[config.mk]
export PLATFORM = sky130hd
export DESIGN_NAME = t_toggle_arbiter_flat
export DESIGN_NICKNAME = d
export VERILOG_FILES = /design/src/rtl/t_toggle_arbiter_if.sv /design/src/rtl/t_toggle_arbiter.sv /design/src/flat_wrapper.sv
export SDC_FILE = /design/constraint.sdc
export NUM_CORES = 1
export LEC_CHECK = 0
export ABC_CLOCK_PERIOD_IN_PS = 2400
export BUFFER_PORTS_ARGS = -buffer_cell sky130_fd_sc_hd__buf_2
export CAP_MARGIN = 30
export CORE_MARGIN = 4
export CORE_UTILIZATION = 50
export CTS_CLUSTER_SIZE = 30
export DETAILED_ROUTE_END_ITERATION = 6
export HOLD_SLACK_MARGIN = 0.08
export MAX_ROUTING_LAYER = met4
export PLACE_DENSITY = 0.79
export SLEW_MARGIN = 20
export SYNTH_ARGS = -nofsm -noshare
export SYNTH_HDL_FRONTEND = slang
export SYNTH_SLANG_ARGS = --single-unit
[constraint.sdc]
create_clock -name clk -period 2.4 [get_ports clk]
set_input_delay 0.6 -clock clk [delete_from_list [all_inputs] [get_ports clk]]
set_output_delay 0.6 -clock clk [all_outputs]
set_load 0.02 [all_outputs]
[src/rtl/t_toggle_arbiter_if.sv]
// Requester-side bus of the toggle arbiter: requests and masks in,
// one-hot grant and one-cycle completion ack out.
interface t_toggle_arbiter_if #(
  parameter int WIDTH = 8,
  parameter int NREQ  = 4
);
  logic [NREQ-1:0]       req;
  logic [NREQ*WIDTH-1:0] mask;
  logic [NREQ-1:0]       gnt;
  logic [NREQ-1:0]       ack;

  modport master (
    output req, mask,
    input  gnt, ack
  );

  modport slave (
    input  req, mask,
    output gnt, ack
  );
endinterface

[src/rtl/t_toggle_arbiter.sv]
// Round-robin sequencer sharing one toggle register between NREQ requesters.
// Ports: clk, rst (async high), enable, clr, bus (req/mask/gnt/ack), q, busy.
module t_toggle_arbiter #(
  parameter int WIDTH = 8,
  parameter int NREQ  = 4
) (
  input  logic              clk,
  input  logic              rst,
  input  logic              enable,
  input  logic              clr,
  t_toggle_arbiter_if.slave bus,
  output logic [WIDTH-1:0]  q,
  output logic              busy
);

  localparam int IW = (NREQ > 1) ? $clog2(NREQ) : 1;

  typedef enum logic [1:0] {
    IDLE,
    GRANT,
    APPLY
  } state_e;

  state_e            state_q, state_d;
  logic [IW-1:0]     ptr_q, ptr_d;
  logic [IW-1:0]     win_q, win_d;
  logic [NREQ-1:0]   gnt_q, gnt_d;
  logic [NREQ-1:0]   ack_q, ack_d;
  logic [WIDTH-1:0]  q_q, q_d;
  logic [WIDTH-1:0]  mask_q, mask_d;

  logic [NREQ-1:0]   cand;
  logic              found;
  logic [IW-1:0]     pick;
  logic [WIDTH-1:0]  pick_mask;

  // In APPLY the just-served requester is still holding req;
  // it must drop out so it re-enters as a fresh request.
  always_comb begin
    cand = '0;
    for (int i = 0; i < NREQ; i++) begin
      cand[i] = bus.req[i] &&
                !(state_q == APPLY && win_q == IW'(i));
    end
  end

  // Search upward from the pointer with wrap.
  always_comb begin
    int j;
    j     = 0;
    found = 1'b0;
    pick  = '0;
    for (int k = 0; k < NREQ; k++) begin
      j = int'(ptr_q) + k;
      if (j >= NREQ) j = j - NREQ;
      if (!found && cand[j]) begin
        found = 1'b1;
        pick  = IW'(j);
      end
    end
  end

  assign pick_mask = bus.mask[pick*WIDTH +: WIDTH];

  always_comb begin
    state_d = state_q;
    ptr_d   = ptr_q;
    win_d   = win_q;
    gnt_d   = gnt_q;
    ack_d   = '0;
    q_d     = q_q;
    mask_d  = mask_q;

    unique case (state_q)
      IDLE: begin
        if (enable && found) begin
          gnt_d   = NREQ'(1) << pick;
          win_d   = pick;
          mask_d  = pick_mask;
          state_d = GRANT;
        end
      end
      GRANT: begin
        if (enable) begin
          q_d     = q_q ^ mask_q;
          ack_d   = gnt_q;
          gnt_d   = '0;
          ptr_d   = (win_q == IW'(NREQ - 1)) ? '0
                                             : win_q + IW'(1);
          state_d = APPLY;
        end
      end
      APPLY: begin
        state_d = IDLE;
        if (enable && found) begin
          gnt_d   = NREQ'(1) << pick;
          win_d   = pick;
          mask_d  = pick_mask;
          state_d = GRANT;
        end
      end
      default: begin
        state_d = IDLE;
        gnt_d   = '0;
      end
    endcase

    // Clear wins over a coincident toggle; the ack still goes out.
    if (clr) q_d = '0;
  end

  always_ff @(posedge clk or posedge rst) begin
    if (rst) begin
      state_q <= IDLE;
      ptr_q   <= '0;
      win_q   <= '0;
      gnt_q   <= '0;
      ack_q   <= '0;
      q_q     <= '0;
      mask_q  <= '0;
    end else begin
      state_q <= state_d;
      ptr_q   <= ptr_d;
      win_q   <= win_d;
      gnt_q   <= gnt_d;
      ack_q   <= ack_d;
      q_q     <= q_d;
      mask_q  <= mask_d;
    end
  end

  assign bus.gnt = gnt_q;
  assign bus.ack = ack_q;
  assign q       = q_q;
  assign busy    = (state_q != IDLE);

endmodule

[src/flat_wrapper.sv]
// flat-port wrapper written by rule: the top's interface ports become plain ports
module t_toggle_arbiter_flat 
#(
  parameter int WIDTH = 8,
  parameter int NREQ  = 4
)
  (clk, rst, enable, clr, q, busy, bus_req, bus_mask, bus_gnt, bus_ack);
  t_toggle_arbiter_if #(.WIDTH(WIDTH), .NREQ(NREQ)) bus_i ();
  input  logic clk;
  input  logic rst;
  input  logic enable;
  input  logic clr;
  output logic [WIDTH-1:0] q;
  output logic busy;
  input wire logic [$bits(bus_i.req)-1:0] bus_req;
  input wire logic [$bits(bus_i.mask)-1:0] bus_mask;
  output wire logic [$bits(bus_i.gnt)-1:0] bus_gnt;
  output wire logic [$bits(bus_i.ack)-1:0] bus_ack;
  assign bus_i.req = bus_req;
  assign bus_i.mask = bus_mask;
  assign bus_gnt = bus_i.gnt;
  assign bus_ack = bus_i.ack;
  t_toggle_arbiter #(.WIDTH(WIDTH), .NREQ(NREQ)) u_core (.clk(clk), .rst(rst), .enable(enable), .clr(clr), .bus(bus_i), .q(q), .busy(busy));
endmodule
# Yosys cells after proc, flatten, opt, wreduce, memory -nomap -nowiden
# Cells that the tools add are included.
dict set report word_totals {
  regBits 30
  latchBits 0
  ram_bits 0
  mem_bits_ro 0
  in_bits 40
  output_inout_bits 17
  wordCells 101
  memories 0
}
dict set report op_classes {
  addsub 8
  mul 0
  div 0
  order_cmp 8
  n_eq_ne 8
  shift 2
  muxes 37
  bitwise_logic 1
  n_reduce_logical 30
}
# operator count
set ops {}
lappend ops {{< comparator 32 x 4 -> 1 bit (second input constant)} 4}
lappend ops {{2-to-1 mux 32 bit} 4}
lappend ops {{>= comparator 32 x 4 -> 1 bit (second input constant)} 3}
lappend ops {{subtractor 32 x 4 -> 32 bit (second input constant)} 3}
lappend ops {{variable part select 32 x 6 -> 8 bit} 1}
lappend ops {{2-to-1 mux 8 bit} 3}
lappend ops {{2-to-1 mux 4 bit} 4}
lappend ops {{2-to-1 mux 2 bit} 7}
lappend ops {{2-to-1 mux 1 bit} 13}
lappend ops {{logical AND 1 bit} 12}
lappend ops {{AND reduction 2 bit} 5}
lappend ops {{binary-select mux 1 bit (select 2 bit)} 4}
lappend ops {{case mux 4 bit (2 select lines)} 1}
lappend ops {{bitwise XOR 8 bit} 1}
lappend ops {{zero test 1 bit} 7}
lappend ops {{adder 2 x 2 -> 3 bit (second input constant)} 2}
lappend ops {{== test 2 bit (second input constant)} 3}
lappend ops {{case mux 2 bit (3 select lines)} 1}
lappend ops {{nonzero test 2 bit} 3}
lappend ops {{== test 2 x 1 -> 1 bit (second input constant)} 2}
lappend ops {{zero test 2 bit} 2}
lappend ops {{inequality test 2 x 1 -> 1 bit (second input constant)} 2}
lappend ops {{<< shifter 1 x 2 -> 4 bit (first input constant)} 1}
lappend ops {{subtractor 2 x 3 -> 4 bit (second input constant)} 1}
lappend ops {{5 further kinds} 5}

# Longest topological paths before layout
# Gate-level depths: netlist of the first run.
dict set report depth {
  depth_word 20
  ltp_mapped 8
  depth_no_buf 7
}

# Worst setup path before layout of the first run
# Ideal clock, no wire load.
dict set report synth_timing {
  path_kind {in2reg}
  startpoint {input bus_req[0]}
  endpoint {register u_core.mask_q[0]}
  setup_time_ns 0.086
  arrival_ns 1.767
  required_time_ns 2.314
  path_slack_ns 0.547
  path_stages 6
  n_path_buf 1
  cell_sequence {clkbuf_2 -> nor2_1 -> o221ai_2 -> a221oi_4 -> a221oi_1 -> a32oi_1}
}
dict set report synth_between {
  elab_chain_cells 16
  elab_cells_between_ends 30
  classes_between {1 x shift; 20 x mux; 9 x reduce/logical}
}
# element line_no
set synth_lines {}
lappend synth_lines {{start: declaration} flat_wrapper.sv:15} ;# input wire logic [$bits(bus_i.req)-1:0] bus_req;
lappend synth_lines {{logical AND 1 bit (*)} t_toggle_arbiter.sv:42} ;# cand[i] = bus.req[i] &&
lappend synth_lines {{branches (longest 15 deep; another with binary-select mux 1 bit (select 2 bit))} -}
lappend synth_lines {{end signal: assignment} t_toggle_arbiter.sv:128} ;# mask_q <= mask_d;
lappend synth_lines {{end: declaration} t_toggle_arbiter.sv:30} ;# logic [WIDTH-1:0] mask_q, mask_d;
# Mark *: on every way between the ends. The select of a mux whose other input is x is not followed.
# A chain may end at the register's enable or synchronous reset.

# Worst setup path in the final report of the first run
dict set report layout_timing {
  startpoint {register u_core.win_q[0]}
  endpoint {register u_core.mask_q[4]}
}
dict set report layout_between {
  elab_chain_cells 19
  elab_cells_between_ends 45
  classes_between {3 x eq/ne; 1 x shift; 20 x mux; 21 x reduce/logical}
}
# element line_no
set layout_lines {}
lappend layout_lines {{start: declaration} t_toggle_arbiter.sv:26} ;# logic [IW-1:0] win_q, win_d;
lappend layout_lines {{start signal: assignment} t_toggle_arbiter.sv:124} ;# win_q <= win_d;
lappend layout_lines {{branches (longest 19 deep; another with == test 2 x 1 -> 1 bit)} -}
# Parallel ways; which one is timed is not known. The select of a mux whose other input is x is not followed.

==> results by group, run 1 <==
Outcome
  • Status: finished, final reports clean

Hold path
  • Hold crit path type: in -> async

Power
  • Leak pwr: 1.07 nW
  • Worst vdd ir: about 0.54 mV
  • PwrDens: between 800 and 900 mW/mm2

Cells and area
  • Fin nets: between 200 and 300
  • Layout cell share with drive strength beyond 1: between 30% and 40%
  • Most used cells in the layout excluding fill and tap cells: 56 x buf_2, 30 x dfrtp_1, 23 x o21ai_0, 22 x nand2_1, 16 x nor2_1
  • Fin cells: ~300
  • P&R area growth vs syn: 22.2%
  • Commonest non-fill, non-tap cell in the layout: buf_2
  • Inserted Diodes: 0

Timing
  • Setup TNS: 0 ns
  • Clock period minus worst slack: around 2.2 ns
  • Hold Vio Cnt, Final: 0
  • Layout Skew: between 0.015 and 0.02 ns
  • Max frequency: ~0.46 GHz
  • Slew of the pin with the lowest slew margin: between 0.6 and 0.7 ns
  • Final setup viols: 0
  • Final slew viol count: 0
  • RSZ-0062 raised after global routing: false
  • Period utilisation layout: approximately nine tenths
  • Worst rel slew slack: between 50 and 60%

Routing
  • Post-DRT Antenna Nets: 0
  • Drt pass-1 iters: 4
  • Initial DRC count: 85
  • Post-Route M1 WL: 1900 um
  • Wire length on met3: 361 um
  • Top Metal Used: met4
  • DR WL/cell: between 15 and 20 um
  • Routed vias: 1644
  • Final WL: 4620 um
  • # DRC: 0
  • Vias per Instance: 5.57
  • Routed length on met2: 2280 um

Clock network
  • Worst-path clk slew: ~0.11 ns
  • # clock sinks: 30
  • Hold-fix buffers, CTS: 0
  • CTS resizes: 0
  • Setup bufs post-CTS: 0
  • TritonCTS Buffers: 5
  • Clk Latency, worst-skew pair: roughly 0.35 ns
  • TritonCTS clock tree: built
  • H-tree depth: 2
  • Bufs on Longest Clock Path: 2
  • Root Buffer Master: clkbuf_4

Run
  • MaxCap Viol Count: 0

Logic synthesis
  • Post-synth EDFFs: 0
  • Synth cell types: 38
  • Warnings from Yosys: 0
  • Prevailing post-synth register cell: dfrtp_1
  • Async S/R FF share, synth: 100%
  • Syn Area/Cell: between 9 and 10 um2
  • Synth Net Count: around 230
  • Mapped Cells: 189
  • Post-synthesis sequential area ratio: a little over two fifths
  • Mapped Area: approximately 0.0017 mm2
  • Synth Register Bits: 30

Setup path
  • Req. time, crit path: 2.64 ns
  • Kind of end point of the critical path: flop
  • Crit path DAT: 2.42 ns
  • Worst-case reg-to-reg path depth: 7
  • Crit Path Class: reg -> reg
  • CP Max Fanout: 8
  • CP Launch Type: flop
  • R2R Path End: u_core.mask_q[4]
  • Reg2reg setup slack: 0.23 ns
  • CP top delay family: compound AO/OA/AOI/OAI gates
  • Slowest stage cell, crit path: a211oi_2
  • CP Depth: 7
  • Worst path max stage delay: approximately 0.53 ns
  • Worst Path Buf+Inv: 1
  • Crit path from: u_core.win_q[0]
  • Crit-path cells: inv_1 -> ha_1 -> nand3b_1 -> nand3_1 -> a211oi_2 -> o21ai_0 -> a32oi_1
  • Reg2reg start: u_core.win_q[0]

Global route
  • Largest net degree at the start of global routing: 31
  • First-pass GRT wire length: between 7000 and 8000 um
  • Initial antenna violation count: 0
  • GRT Util Overall: 22.6%
  • Vias in the first global route: around 1500
  • Grt total ovfl: 0

Floorplan
  • Num ports: 57
  • Die area: approximately 0.0045 mm2
  • Core Box Area: 0.00336 mm2
  • Die span in x: about 67 um
  • Die Y: between 60 and 70 um
  • Cell Rows: 21
  • Initial core utilization: ~52%

Place
  • # port buffers: 56
  • Inst Count DP: between 200 and 300
  • Routability Congestion: about 0.88
  • Post-DP HPWL: approximately 3400 um
[metrics by stage]
stage                     util [%]  total power, mW  worst slack, ns  hold WS, ns  cell area (um2)
after global placement        62.0             1.56            0.327        0.494             2080
final                         63.4             1.87            0.225        0.312             2130
after global routing          63.4             2.01           0.0158        0.356             2130
after detailed placement      62.0             1.59            0.250        0.500             2080
after CTS                     63.4             1.88            0.264        0.324             2130
after floorplan                  -             1.34            0.547        0.489             1750
[cell families (layout without fill, tap and decap cells)]
family          Yosys count  count (layout)  share of synthesized area (%)
xor+xnor                  8               8                           4.01
buf+inv                  22              82                           4.87
flops                    30              30                           43.0
simple gates             63              63                           17.2
fa+ha+maj                 4               4                           2.87
compound gates           62              62                           28.0
[sequential cells by signal (all words and copies together), names as in the netlist]
register and cells:
u_core.q 8, u_core.win_q 2, u_core.bus.ack 4, u_core.state_q 2, u_core.ptr_q 2, u_core.bus.gnt 4, u_core.mask_q 8
[layer usage]
metal	track usage, %	up-vias
met5	-	-
met4	11.1	0
met3	3.54	7
met2	35.7	72
met1	28.1	764
li1	-	801
[where the power goes]
part | internal (mW) | leakage [nW] | total (mW) | switching [mW]
clock network | 0.105 | 0.0308 | 0.290 | 0.184
logic | 0.317 | 0.654 | 0.818 | 0.500
registers | 0.652 | 0.384 | 0.767 | 0.114
total | 1.07 | 1.07 | 1.87 | 0.799
[cell usage after synthesis, types with 2 or more instances]
cell | number | share of area, %
a32o_1 | 2 | 1.1
xor2_1 | 8 | 4.0
a221oi_4 | 2 | 3.0
clkbuf_1 | 4 | 0.86
ha_1 | 4 | 2.9
and3_1 | 2 | 0.72
nor2_1 | 16 | 3.4
o221ai_2 | 2 | 1.7
dfrtp_1 | 30 | 43
a211oi_2 | 2 | 1.4
a32oi_1 | 7 | 3.5
nand3_1 | 5 | 1.4
nand3b_1 | 3 | 1.3
nand2_1 | 22 | 4.7
and2_1 | 5 | 1.8
inv_1 | 14 | 3.0
a21oi_1 | 6 | 1.7
a221oi_1 | 8 | 4.0
o21ai_0 | 23 | 6.6
nand2b_1 | 5 | 1.8
o31ai_1 | 2 | 0.86
[tightest hold or removal path, cell delays in order]
cell	delay [ns]
buf_2	0.09
inv_1	0.04
buf_4	0.35
[worst max-delay path by stage]
stage	end
global placement	u_core.mask_q[6]
floorplan	u_core.mask_q[0]
CTS	u_core.mask_q[4]
detailed placement	u_core.mask_q[5]
finish	u_core.mask_q[4]
global route	u_core.mask_q[6]
[layout make-up]
type / count / area (um2)
well taps: 46 / 57.6
flip-flops and latches: 30 / 751
fillers: 311 / 1230
clock inverters: 2 / 10.0
multi-input cells: 137 / 910
repair buffers: 60 / 310
inverters: 15 / 56.3
clock buffers: 5 / 37.5
(Power assumes the default switching activity.)
==> run 2, diff against run 1 <==
--- a/config.mk
+++ b/config.mk
@@ -5,16 +5,17 @@
 export SDC_FILE = /design/constraint.sdc
 export NUM_CORES = 1
 export LEC_CHECK = 0
+export ABC_AREA = 1
 export ABC_CLOCK_PERIOD_IN_PS = 2400
 export BUFFER_PORTS_ARGS = -buffer_cell sky130_fd_sc_hd__buf_2
 export CAP_MARGIN = 30
 export CORE_MARGIN = 4
-export CORE_UTILIZATION = 50
+export CORE_UTILIZATION = 52
 export CTS_CLUSTER_SIZE = 30
 export DETAILED_ROUTE_END_ITERATION = 6
 export HOLD_SLACK_MARGIN = 0.08
 export MAX_ROUTING_LAYER = met4
-export PLACE_DENSITY = 0.79
+export PLACE_DENSITY = 0.8
 export SLEW_MARGIN = 20
 export SYNTH_ARGS = -nofsm -noshare
 export SYNTH_HDL_FRONTEND = slang
==> run 2 against run 1 <==
Net effect: sequential power up 6.6%; flip-flop and latch count stayed put; cell count rose by 27%; hold slack gained 0.081 ns; register-to-register slack better by 0.02 ns; highest routed layer unchanged; critical path type unchanged; core utilization grew 1.9 points; wire length decreased by 2.1%; largest power group unchanged; non-clock buffer count is 2 higher; synthesized cell count grew 45%; clock-buffer cell count is 1 higher; design area increased by 13%; setup slack improved by 0.019 ns.
==> results by group, run 2 <==
Clock network
  • Worst-path clk slew: 0.06 ns (was 0.11 ns)
  • TritonCTS clock tree: built (unchanged)
  • Root Buffer Master: clkbuf_8 (was clkbuf_4)
  • H-tree depth: 2 (unchanged)
  • # clock sinks: 30 (unchanged)
  • Bufs on Longest Clock Path: 2 (unchanged)
  • Hold-fix buffers, CTS: 0 (unchanged)
  • Clk Latency, worst-skew pair: 0.28 ns (was 0.35 ns)
  • TritonCTS Buffers: 5 (unchanged)

Cells and area
  • Fin nets: 373 (was 293)
  • Layout Utilization: 65.3% (was 63.4%)
  • Layout cell share with drive strength beyond 1: 28.4% (was 30.1%)
  • P&R area growth vs syn: 19.7% (was 22.2%)
  • Most used cells in the layout excluding fill and tap cells: 98 x nand2_1, 56 x buf_2, 30 x dfrtp_1, 25 x inv_1, 18 x nand3_1 (was 56 x buf_2, 30 x dfrtp_1, 23 x o21ai_0, 22 x nand2_1, 16 x nor2_1)
  • Inserted Diodes: 0 (unchanged)
  • Commonest non-fill, non-tap cell in the layout: nand2_1 (was buf_2)

Power
  • Leak pwr: 1.31 nW (was 1.07 nW)
  • Worst vdd ir: 1.17 mV (was 0.540 mV)
  • PwrDens: 1430 mW/mm2 (was 879 mW/mm2)
  • Tot Pwr: 3.43 mW (was 1.87 mW)

Run
  • MaxCap Viol Count: 0 (unchanged)

Timing
  • Clock period minus worst slack: 2.16 ns (was 2.17 ns)
  • RSZ-0062 raised after global routing: true (was false)
  • Period utilisation layout: 89.8% (was 90.6%)
  • Final setup viols: 0 (unchanged)
  • Worst rel slew slack: 56.3% (was 58.7%)
  • Slew of the pin with the lowest slew margin: 0.653 ns (was 0.620 ns)
  • Final slew viol count: 0 (unchanged)
  • Layout Skew: 0.00421 ns (was 0.0174 ns)
  • Max frequency: 0.464 GHz (was 0.460 GHz)
  • Hold Vio Cnt, Final: 0 (unchanged)

Setup path
  • CP Launch Type: flop (unchanged)
  • Crit Path Class: reg -> reg (unchanged)
  • Worst-case reg-to-reg path depth: 16 (was 7)
  • CP Max Fanout: 21 (was 8)
  • Crit path DAT: 2.32 ns (was 2.42 ns)
  • Reg2reg start: u_core.win_q[0] (unchanged)
  • Reg2reg setup slack: 0.24 ns (was 0.23 ns)
  • Capture point of the worst path: u_core.mask_q[6] (was u_core.mask_q[4])
  • Crit path from: u_core.win_q[0] (unchanged)
  • Kind of end point of the critical path: flop (unchanged)
  • Req. time, crit path: 2.57 ns (was 2.64 ns)
  • R2R Path End: u_core.mask_q[6] (was u_core.mask_q[4])

Outcome
  • Status: finished, final reports clean (unchanged)

Global route
  • GRT Util Overall: 20.2% (was 22.6%)
  • First-pass GRT wire length: 7910 um (was 7230 um)
  • Grt total ovfl: 0 (unchanged)
  • Largest net degree at the start of global routing: 31 (unchanged)
  • Initial antenna violation count: 0 (unchanged)
  • Vias in the first global route: 1819 (was 1506)

Floorplan
  • Die Y: 70.2 um (was 67.1 um)
  • Initial core utilization: 54.5% (was 51.9%)
  • Cell Rows: 22 (was 21)
  • Num ports: 57 (unchanged)
  • Core Box Area: 0.00369 mm2 (was 0.00336 mm2)
  • Die area: 0.00493 mm2 (was 0.00450 mm2)
  • Die span in x: 70.2 um (was 67.1 um)

Logic synthesis
  • Most common cell in the netlist: nand2_1 (was dfrtp_1)
  • Async S/R FF share, synth: 100% (unchanged)
  • Synth Register Bits: 30 (unchanged)
  • Mapped Cells: 274 (was 189)
  • Synth Net Count: 318 (was 233)
  • Syn Area/Cell: 7.34 um2 (was 9.24 um2)
  • Top cell type's share of synthesized area: 37.3% (was 43.0%)
  • Prevailing post-synth register cell: dfrtp_1 (unchanged)
  • Mapped Area: 0.00201 mm2 (was 0.00175 mm2)
  • Post-synthesis sequential area ratio: 37.3% (was 43.0%)
  • Warnings from Yosys: 0 (unchanged)
  • Synth cell types: 28 (was 38)
  • Synth area leaders: dfrtp_1 37%, nand2_1 18%, nand4_1 5.3% (was dfrtp_1 43%, o21ai_0 6.6%, nand2_1 4.7%)
  • Synth cell count leaders: 99 x nand2_1, 30 x dfrtp_1, 25 x inv_1, 19 x nand3_1, 17 x nand4_1 (was 30 x dfrtp_1, 23 x o21ai_0, 22 x nand2_1, 16 x nor2_1, 14 x inv_1)
  • Post-synth EDFFs: 0 (unchanged)
  • Leading area contributor after synthesis: dfrtp_1 (unchanged)

Place
  • # port buffers: 56 (unchanged)
  • Routability Congestion: 0.846 (was 0.881)
  • Post-DP HPWL: 3460 um (was 3410 um)

Routing
  • Routed vias: 1949 (was 1644)
  • DR WL/cell: 12.0 um (was 15.7 um)
  • Final WL: 4520 um (was 4620 um)
  • Drt pass-1 iters: 5 (was 4)
  • # DRC: 0 (unchanged)
  • Post-DRT Antenna Nets: 0 (unchanged)
  • Vias per Instance: 5.18 (was 5.57)
  • Initial DRC count: 110 (was 85)

Hold path
  • Hold crit path type: in -> async (unchanged)
-- run 2: cell types whose count changed in the layout (fill, tap and decap cells not counted), moves of 7 or more --
cell,before,now
inv_1,14,25
xor2_1,8,0
nor3b_1,0,8
nand2_1,22,98
o21ai_0,23,11
nand3_1,5,18
nand4_1,1,17
nor3_1,0,8
a221oi_1,8,0
a32oi_1,7,0
nor2_1,16,8
-- run 2: how the worst min path moves through the flow --
| stage | cells past startpoint | endpoint | start | slack (ns) |
|---|---|---|---|---|
| finish | 3 | u_core.mask_q[7] | rst | 0.39 |
| global route | 3 | u_core.bus.gnt[2] | rst | 0.44 |
| CTS | 3 | u_core.win_q[1] | rst | 0.39 |
| detailed placement | 2 | u_core.mask_q[6] | u_core.mask_q[6] | 0.47 |
| global placement | 2 | u_core.mask_q[4] | u_core.mask_q[4] | 0.46 |
| floorplan | 2 | u_core.mask_q[0] | u_core.mask_q[0] | 0.45 |
-- run 2: critical path, cell delays in order (launching register included) --
cell and delay (ns):
dfrtp_1 0.43, inv_1 0.09, ha_1 0.20, nand3_1 0.13, nand3_1 0.12, nand3_1 0.15
nand2_4 0.10, nand2_4 0.10, nand2_2 0.06, nand2_4 0.08, nand3_4 0.19, nand2_1 0.11
nand2_1 0.05, nand2_1 0.05, nand2_1 0.06, nand2_1 0.06, nand2_1 0.04
-- run 2: kinds of logic (layout without fill, tap and decap cells) --
kind of cell             after synthesis  after routing  share of synthesized area [%]
AND/OR/NAND/NOR                      176            176                           43.7
buffers and inverters                 43             97                           9.76
flip-flops                            30             30                           37.3
AO/OA/AOI/OAI                         19             19                           5.53
adder cells (fa/ha/maj)                4              4                           2.49
XOR/XNOR                               2              2                           1.24
-- run 2: per-stage QoR --
step / setup TNS (ns) / cells / instance area, um2 / hold slack, ns / setup WS [ns]
6_report: 0 / 376 / 2410 / 0.392 / 0.244
5_1_grt: -0.0191 / 376 / 2410 / 0.436 / -0.0191
4_1_cts: 0 / 376 / 2390 / 0.395 / 0.133
3_5_place_dp: 0 / 370 / 2310 / 0.472 / 0.156
3_3_place_gp: 0 / 370 / 2310 / 0.463 / 0.203
2_1_floorplan: 0 / 274 / 2010 / 0.449 / 0.536
-- run 2: per-layer routing --
| layer | GRT usage [%] | routed length, um |
|---|---|---|
| met1 | 25.3 | 2060 |
| met2 | 31.9 | 2130 |
| met3 | 4.75 | 288 |
| met4 | 7.45 | 47 |
| met5 | - | 0 |
-- run 2: cell type report --
type	instances	area [um2]
Sequential cell	30	751
Fill cell	355	1280
Inverter	29	109
Multi-Input combinational cell	201	1080
Timing Repair Buffer	62	325
Clock buffer	6	82.6
Tap cell	48	60.1
-- run 2: timing repair --
item | in CTS | in global routing
setup endpoints to repair | 0 | 9
gates resized for setup | 0 | 3
buffers inserted | 0 | 0
-- run 2: power breakdown --
| part | switching, mW | internal [mW] | leakage [nW] |
|---|---|---|---|
| sequential | 0.151 | 0.666 | 0.396 |
| clock | 0.165 | 0.220 | 0.0431 |
| combinational | 1.47 | 0.764 | 0.874 |
==> run 3, diff against run 2 <==
==> constraint.sdc (replaced) <==
create_clock -name clk -period 2.4 [get_ports clk]
set_input_delay 0.24 -clock clk [delete_from_list [all_inputs] [get_ports clk]]
set_output_delay 0.24 -clock clk [all_outputs]
set_load 0.02 [all_outputs]
==> run 3 against run 2 <==
Net effect: non-clock buffer count increased by 1; register-to-register slack worse by 0.03 ns; global-route usage is 0.062 points lower; critical path type unchanged; total power about the same; clock skew shrank 0.00053 ns; critical path depth is 2 lower; die area did not move; critical endpoint is now u_core.mask_q[1]; via count decreased by 0.72%; clock-buffer cell count is 1 higher; flip-flop and latch count stayed put; setup slack got worse by 0.028 ns; cell count grew 0.80%; largest cell class unchanged.
==> results by group, run 3 (synthesis gave the netlist of run 2 again) <==
Outcome
  • Status: finished, final reports clean (unchanged)

Timing
  • Layout Skew: 0.00368 ns (was 0.00421 ns)
  • Period utilisation layout: 91.0% (was 89.8%)
  • Final setup viols: 0 (unchanged)
  • Clock period minus worst slack: 2.18 ns (was 2.16 ns)
  • Slew of the pin with the lowest slew margin: 0.641 ns (was 0.653 ns)
  • Max frequency: 0.458 GHz (was 0.464 GHz)
  • Hold Vio Cnt, Final: 0 (unchanged)
  • RSZ-0062 raised after global routing: false (was true)
  • Worst rel slew slack: 57.2% (was 56.3%)
  • Setup TNS: 0 ns (unchanged)
  • Final slew viol count: 0 (unchanged)

Routing
  • Vias per Instance: 5.11 (was 5.18)
  • Drt pass-1 iters: 4 (was 5)
  • Initial DRC count: 83 (was 110)
  • DR WL/cell: 12.0 um (about the same)
  • Routed vias: 1935 (was 1949)
  • Post-DRT Antenna Nets: 0 (unchanged)
  • # DRC: 0 (unchanged)
  • Final WL: 4550 um (was 4520 um)

Global route
  • GR Util met3: 4.17% (was 4.75%)
  • Met1 track demand over resource: 27.0% (was 25.3%)
  • Initial antenna violation count: 0 (unchanged)
  • Largest net degree at the start of global routing: 31 (unchanged)
  • Grt total ovfl: 0 (unchanged)
  • Met2 Usage GRT: 30.4% (was 31.9%)
  • Vias in the first global route: 1832 (was 1819)
  • First-pass GRT wire length: 7940 um (was 7910 um)
  • Gr busiest metal: met2 (unchanged)
  • GRT Util Overall: 20.2% (about the same)

Place
  • # port buffers: 56 (unchanged)
  • Post-DP HPWL: 3480 um (was 3460 um)
  • Routability Congestion: 0.855 (was 0.846)
  • Area post-placement: 0.00231 mm2 (unchanged)

Power
  • Leak pwr: 1.32 nW (was 1.31 nW)
  • Worst vdd ir: 1.01 mV (was 1.17 mV)
  • PwrDens: 1420 mW/mm2 (was 1430 mW/mm2)

Clock network
  • # clock sinks: 30 (unchanged)
  • TritonCTS clock tree: built (unchanged)
  • Bufs on Longest Clock Path: 2 (unchanged)
  • H-tree depth: 2 (unchanged)
  • TritonCTS Buffers: 5 (unchanged)
  • Worst-path clk slew: 0.05 ns (was 0.06 ns)
  • Root Buffer Master: clkbuf_8 (unchanged)
  • Clk Latency, worst-skew pair: 0.27 ns (was 0.28 ns)

Floorplan
  • Die Y: 70.2 um (unchanged)
  • Core Box Area: 0.00369 mm2 (unchanged)
  • Initial core utilization: 54.5% (unchanged)
  • Cell Rows: 22 (unchanged)
  • Die span in x: 70.2 um (unchanged)
  • Die area: 0.00493 mm2 (unchanged)
  • Num ports: 57 (unchanged)

Setup path
  • Top cell by count, worst path: nand2_1 (unchanged)
  • Crit Path Class: reg -> reg (unchanged)
  • Worst-case reg-to-reg path depth: 14 (was 16)
  • Req. time, crit path: 2.56 ns (was 2.57 ns)
  • Slowest stage cell, crit path: dfrtp_1 (unchanged)
  • Crit path DAT: 2.34 ns (was 2.32 ns)
  • Kind of end point of the critical path: flop (unchanged)
  • CP Launch Type: flop (unchanged)
  • Worst path max stage delay: 0.44 ns (was 0.43 ns)
  • CP Max Fanout: 16 (was 21)
  • Crit-path cells: inv_1 -> ha_1 -> nand3_2 -> nand3_2 -> nand2_2 -> o21ai_4 -> nand4_4 -> buf_4 -> nand4_1 -> nand2_1 -> nand2_1 -> nand2_1 -> nand2_1 -> nand2_1 (was inv_1 -> ha_1 -> nand3_1 -> nand3_1 -> nand3_1 -> nand2_4 -> nand2_4 -> nand2_2 -> nand2_4 -> nand3_4 -> nand2_1 -> nand2_1 -> nand2_1 -> nand2_1 -> nand2_1 -> nand2_1)

Cells and area
  • Fin nets: 375 (was 373)
  • Most used cells in the layout excluding fill and tap cells: 99 x nand2_1, 56 x buf_2, 30 x dfrtp_1, 25 x inv_1, 19 x nand3_1 (was 98 x nand2_1, 56 x buf_2, 30 x dfrtp_1, 25 x inv_1, 18 x nand3_1)
  • Inserted Diodes: 0 (unchanged)
  • Fill cells: 345 (was 355)
  • Finished Cell Area: 0.00241 mm2 (about the same)
  • P&R area growth vs syn: 20.0% (was 19.7%)
  • Layout cell share with drive strength beyond 1: 27.5% (was 28.4%)
  • Commonest non-fill, non-tap cell in the layout: nand2_1 (unchanged)

Hold path
  • WHS Path Cells: 2
  • Hold crit path type: in -> reg (was in -> async)

Run
  • MaxCap Viol Count: 0 (unchanged)
==> run 3: cell count changes in the layout (fill, tap and decap cells not counted), sizes merged <==
cell,delta
nand3,+1
clkbuf,+1
dlygate4sd3,+1
==> run 3: critical path, delay by kind of cell (launching register included) <==
family | cells | cell delay [ns]
buffers and inverters | 2 | 0.36
flip-flops | 1 | 0.44
AND/OR/NAND/NOR | 10 | 0.86
adder cells (fa/ha/maj) | 1 | 0.17
AO/OA/AOI/OAI | 1 | 0.24
==> run 3: worst paths after layout <==
check | start | endpoint | slack (ns)
hold / removal | enable | u_core.state_q[0] | 0.19
max in group asynchronous | rst | u_core.win_q[0] | 1.53
setup reg to reg | u_core.win_q[0] | u_core.mask_q[1] | 0.22
setup / recovery | u_core.win_q[0] | u_core.mask_q[1] | 0.22
min in group asynchronous | rst | u_core.q[5] | 0.58
hold reg to reg | u_core.mask_q[0] | u_core.mask_q[0] | 0.48
==> run 3: power by group <==
part / internal, mW / total [mW] / switching [mW]
Clock: 0.199 / 0.358 / 0.159
Combinational: 0.769 / 2.25 / 1.49
Sequential: 0.666 / 0.817 / 0.151
==> run 3: through the flow <==
stage,hold WS [ns],power [mW],cells,setup WS [ns],util [%]
floorplan,0.326,2.65,274,0.536,-
global placement,0.331,2.95,370,0.200,62.6
detailed placement,0.331,3.01,370,0.144,62.6
CTS,0.184,3.39,378,0.123,65.0
global route,0.191,3.80,379,0.00193,65.4
finish,0.189,3.43,379,0.216,65.4
==> run 3: timing repair <==
action	CTS	global route
resized for setup	0	1
endpoints found under the hold margin	30	0
buffers inserted	0	0
setup endpoints to repair	0	11
hold buffers	1	0
==> run 3: metal layers <==
layer  wire, um  vias to the layer above
met3        270                        6
li1           -                     1002
met5          0                        -
met4         69                        0
met1       2170                      871
met2       2040                       56
==> run 3: layout make-up <==
cell class	instances	area [um2]	area share (%)
multi-input cells	202	1080	44.8
repair buffers	63	335	13.9
clock buffers	7	76.3	3.16
well taps	48	60.1	2.49
flip-flops and latches	30	751	31.1
inverters	29	109	4.51
